<file path="config.mk">
export PLATFORM = sky130hd
export DESIGN_NAME = scan_decoder
export DESIGN_NICKNAME = d
export VERILOG_FILES = /design/src/rtl/scan_decoder.sv
export SDC_FILE = /design/constraint.sdc
export NUM_CORES = 1
export LEC_CHECK = 0
export BUFFER_PORTS_ARGS = -buffer_cell sky130_fd_sc_hd__buf_2
export CAP_MARGIN = 25
export CORE_AREA = 5 5 42 44
export CTS_CLUSTER_DIAMETER = 40
export DETAILED_ROUTE_END_ITERATION = 8
export DIE_AREA = 0 0 47 49
export HOLD_SLACK_MARGIN = 0.08
export PLACE_DENSITY = 0.62
export SETUP_SLACK_MARGIN = 0.2
export SLEW_MARGIN = 20
export SYNTH_ARGS = -nofsm -noshare
export SYNTH_HDL_FRONTEND = slang
export SYNTH_SLANG_ARGS = --single-unit
</file>
<file path="constraint.sdc">
create_clock -name clk -period 4 [get_ports clk]
set_input_delay 1 -clock clk [delete_from_list [all_inputs] [get_ports clk]]
set_output_delay 1 -clock clk [all_outputs]
set_load 0.005 [all_outputs]
</file>
<file path="src/rtl/scan_decoder.sv">
// Registered N-to-2^N one-hot decoder with enable and auto-scan.
// Direct mode latches a loaded address; scan mode dwells on each line.
module scan_decoder #(
  parameter int ADDR_WIDTH = 2,
  parameter int DWELL      = 4
) (
  input  logic                       clk,
  input  logic                       reset_n,
  input  logic                       enable,
  input  logic                       mode,
  input  logic                       load,
  input  logic [ADDR_WIDTH-1:0]      addr,
  output logic [2**ADDR_WIDTH-1:0]   out,
  output logic [ADDR_WIDTH-1:0]      cur_addr,
  output logic                       wrap
);

  localparam int NOUT = 2**ADDR_WIDTH;
  localparam int CW   = (DWELL > 1) ? $clog2(DWELL) : 1;
  localparam logic [CW-1:0]   CNT_LAST = CW'(DWELL - 1);
  localparam logic [NOUT-1:0] ONE      = NOUT'(1);

  logic [ADDR_WIDTH-1:0] addr_q, addr_d;
  logic [CW-1:0]         cnt_q, cnt_d;
  logic [NOUT-1:0]       out_q, out_d;
  logic                  wrap_q, wrap_d;

  logic dis, ld, dir, dw, st;
  logic [ADDR_WIDTH-1:0] addr_nx;

  // Mutually exclusive actions; load wins over any scan step.
  assign dis = ~enable;
  assign ld  = enable & load;
  assign dir = enable & ~load & ~mode;
  assign dw  = enable & ~load & mode & (cnt_q != CNT_LAST);
  assign st  = enable & ~load & mode & (cnt_q == CNT_LAST);

  assign addr_nx = addr_q + ADDR_WIDTH'(1);

  always_comb begin
    addr_d = addr_q;
    cnt_d  = cnt_q;
    out_d  = '0;
    wrap_d = 1'b0;
    unique case (1'b1)
      dis: begin
      end
      ld: begin
        addr_d = addr;
        cnt_d  = '0;
        out_d  = ONE << addr;
      end
      dir: begin
        cnt_d = '0;
        out_d = ONE << addr_q;
      end
      dw: begin
        cnt_d = cnt_q + CW'(1);
        out_d = ONE << addr_q;
      end
      st: begin
        addr_d = addr_nx;
        cnt_d  = '0;
        out_d  = ONE << addr_nx;
        wrap_d = (addr_q == '1);
      end
      default: begin
      end
    endcase
  end

  always_ff @(posedge clk or negedge reset_n) begin
    if (!reset_n) begin
      addr_q <= '0;
      cnt_q  <= '0;
      out_q  <= '0;
      wrap_q <= 1'b0;
    end else begin
      addr_q <= addr_d;
      cnt_q  <= cnt_d;
      out_q  <= out_d;
      wrap_q <= wrap_d;
    end
  end

  assign out      = out_q;
  assign cur_addr = addr_q;
  assign wrap     = wrap_q;

endmodule
</file>
-- Word-level counts from Yosys, hierarchy flattened
Index checks and enable logic that the tools add are counted.
- word-level logic and storage cells: 28
- output and inout bits: 7
- bits in registers: 9
- input port bits: 7
- reductions and logical operators: 4
- muxes and demuxes: 4
- $add $sub $neg: 2
- bitwise operators: 8
- shift-type cells: 3
- eq/ne operators: 3
- operators by type and width (cell ; count):
    $pmux 4 s3 ; 1
    $shl 1x2->4 const A ; 3
    $pmux 2 s2 ; 2
    $and 1x1->1 ; 6
    $add 2x1->2 const B ; 2
    $eq 2x2->1 const B ; 2
    $reduce_bool 2->1 ; 2
    $reduce_or 3->1 ; 1
    $ne 2x2->1 const B ; 1
    $not 1->1 ; 2
    $reduce_or 2->1 ; 1
    $mux 1 ; 1

-- Depth between registers and ports, before layout
- depth in word-level cells: 6
- mapped depth: 4

-- Least setup slack after synthesis
Ideal clock, no wire load.
- path kind: input to register
- start: input port mode
- end: register out_q[1], in the netlist out[1]
- data required time: 3.880 ns
- arrival: 1.634 ns
- library setup time: 0.120 ns
- path slack: 2.246 ns
- buffers on the path: 0
- stages: 3
- cells stage by stage: and3b_1 -> o31a_2 -> and3_1
- word-level cells in the longest chain between the ends: 4
- elaborated cells on any way between the ends: 7
- those cells by class: mux: 1; bitwise: 5; reduce/logical: 1
- ends and longest elaborated chain (what ; line ; text):
    start: declaration ; 10 ; input logic mode,
    $and 1x1->1 or $not 1->1 (tied branches) ; 35, 36, 34 ;
    $and 1x1->1, on equally long branches ; 35, 34 ;
    $reduce_or 2->1 (no source line) ; - ;
    $pmux 4 s3 (*) ; 45 ; unique case (1'b1)
    named net out_d[1] ; 25 ; logic [NOUT-1:0] out_q, out_d;
    end signal: assignment ; 81 ; out_q <= out_d;
    end: declaration ; 25 ;
The timed path passes the listed nets; every way through them passes the cells marked *.
A chain may end at the register's enable or synchronous reset.

-- Worst setup path in the final report
- start: register addr_q[0], in the netlist cur_addr[0]
- end: output port cur_addr[0]
- RTL lines (what ; line ; text):
    start: declaration ; 23 ; logic [ADDR_WIDTH-1:0] addr_q, addr_d;
    start signal: assignment ; 79 ; addr_q <= addr_d;
    end: declaration ; 14 ; output logic [ADDR_WIDTH-1:0] cur_addr,
No word-level cell between the ends.

==> results.toml <==
[clocking]
cts_tree = "yes"
worstSkewPairLatency_ps = 260
cts.sinks = 9
htreeDepth = 1
cts_setup_buffers = 0
hold_buffers = 0
clkTransAtPathRegs_ps = 60
cts_resized = 0
cts_buffers = 3
cts.path.max_buffers = 2
clock_tree.root_cell = "clkbuf_4"

[synth]
synthMuxAreaShare_pct = 2.17
synth_xor_area_share_pct = 0
synth-seq-area-share_pct = 48.8
synth_top_family_by_area = "simple AND/OR/NAND/NOR gates"
syn_area_per_cell_um2 = 11.0
synth_compound_area_share_pct = 18.4
synthCells = 42
syn_area_um2 = 462
synth-adder-area-share_pct = 5.42
synth-simple-area-share_pct = 20.9
synth-seq-cells = 9
ys_types = 23
yosysTopAreaCell = "dfrtp_1"
synth_top_area_share_pct = 48.8
syn_nets = 51
yosysWarnings = 0
yosys-top-cells-area = "dfrtp_1, and3_1, ha_1, a21bo_2, nand4b_1"

[timing]
tns_ps = 0
relSlewSlack_pct = 82.7
min_period_over_period_pct = 46.3
finalSetupViolCount = 0
drv_slew = 0
tightestPinTransition_ps = 257
period_needed_ps = 1850
fin_skew_ps = 2.75
rsz0062_at_grt = "no"
timing.fmax_mhz = 540
hold_viol = 0

[layout]
final_cell_mix = "buf_2, dfrtp_1, and3_1, inv_1, clkbuf_4"
stdcell_area_um2 = 568
drive_above_1_share_pct = 36.2
n_antenna_cell = 0
finalNetCount = 68
syn_to_final_growth_pct = 23.0
final_common_cell = "buf_2"

[critical_path]
r2r-start = "cnt_q[0]"
max_stage_delay_ps = 430
r2r-end = "out[1]"
path_cells = "buf_2"
rrSetupSlack_ps = 2530
cp.required_ps = 3000
worst_path_dominant_cell_family = "flip-flops"
r2r_cells = 4
startpoint_type = "flip-flop"
crit_type = "flip-flop to primary output"
cp.depth = 1
cp-endpoint = "cur_addr[0]"
crit_fanout = 6
cp.arrival_ps = 850
crit_buf_inv = 1
crit_start = "cur_addr[0]"
critical_path.endpoint_type = "primary output"
slowest_stage = "dfrtp_1"

[die]
rows = 14
die_x_um = 47
num_io_pins = 14
start_util_pct = 32.9
core_mm2 = 0.00140
die_area_mm2 = 0.00230
dieHeight_um = 49

[routing]
antenna_left = 0
post_drt_wl_per_cell_um = 12.5
dr.first_iter.drc_count = 3
wl_um = 924
viasPerCell = 5.11
drc_errors = 0
dr.pass1.iters = 4
routed-via-count = 378

[placed_design]
placed_area_um2 = 542
place_congestion = 0.727
port_buffers = 13
place_hpwl_um = 715

[global_routing]
grt_use_total_pct = 9.46
overflow = 0
grt_max_degree = 12
grt_pass1_vias = 366
grt_pass1_wl_mm = 1.59
grt_antenna_before_repair = 0

[worst_hold_path]
min_path_type = "flip-flop to flip-flop"

[run]
max_cap_viol_count = 0

[power]
cellPowerDensity_mw_per_mm2 = 366
irDropWorstVdd_mv = 0.170
p_leak_nw = 0.308

[outcome]
status = "completed"
## cells in the mapped netlist (all sizes together)
cell type  number
and2            1
a21bo           2
a211oi          1
and3            4
inv             4
nand2           2
a21oi           1
or2b            1
o22ai           1
nand4b          2
nor3            1
ha              2
a211o           1
and4b           1
dfrtp           9
o31a            1
o31ai           1
clkbuf          1
mux2i           1
nor2b           1
o21ai           1
and3b           1
a21boi          2
## stage by stage
stage	util, %	instances	hold slack, ps	worst slack [ps]	total power (W)
4_1_cts	40.5	74	495	2150	0.000208
3_5_place_dp	38.7	70	487	2060	0.000138
5_1_grt	40.5	74	534	2100	0.000219
2_1_floorplan	-	42	457	2250	0.000123
3_3_place_gp	38.7	70	474	2060	0.000138
6_report	40.5	74	488	2150	0.000208
## layout make-up
type | count | area, µm²
Clock buffer | 4 | 26.3
Inverter | 4 | 15.0
Timing Repair Buffer | 13 | 65.1
Sequential cell | 9 | 225
Fill cell | 143 | 833
Multi-Input combinational cell | 28 | 216
Tap cell | 16 | 20.0
## flip-flops by register name, indices dropped and copies added (netlist names)
register  count
cnt_q         2
out           4
cur_addr      2
wrap          1
## kinds of logic (layout without fill, tap and decap cells)
logic type / count (synthesis) / after routing
buffers and inverters: 5 / 21
AO/OA/AOI/OAI: 11 / 11
adder cells (fa/ha/maj): 2 / 2
flip-flops: 9 / 9
AND/OR/NAND/NOR: 14 / 14
multiplexers: 1 / 1
## power breakdown
| part | internal (W) | switching, W |
|---|---|---|
| Combinational | 0.0000175 | 0.0000162 |
| Sequential | 0.0000976 | 0.00000472 |
| Clock | 0.0000386 | 0.0000333 |
| Total | 0.000154 | 0.0000542 |
## worst min-delay path by stage
stage	from	endpoint	slack [ps]	cells past startpoint
2_1_floorplan	cnt_q[0]	cnt_q[0]	460	1
3_3_place_gp	cnt_q[0]	cnt_q[0]	470	1
3_5_place_dp	cnt_q[0]	cnt_q[0]	490	1
4_1_cts	cnt_q[0]	cnt_q[0]	500	1
5_1_grt	cnt_q[0]	cnt_q[0]	530	1
6_report	cnt_q[0]	cnt_q[0]	490	1
## routing by layer
| metal | track usage, % | up-vias | share of wire [%] |
|---|---|---|---|
| li1 | - | 186 | - |
| met1 | 12.2 | 177 | 44 |
| met2 | 12.9 | 13 | 45 |
| met3 | 3.69 | 2 | 9.0 |
| met4 | 5.53 | 0 | 1.3 |
| met5 | 0 | - | 0 |
Power figures use the tool's default switching activity.
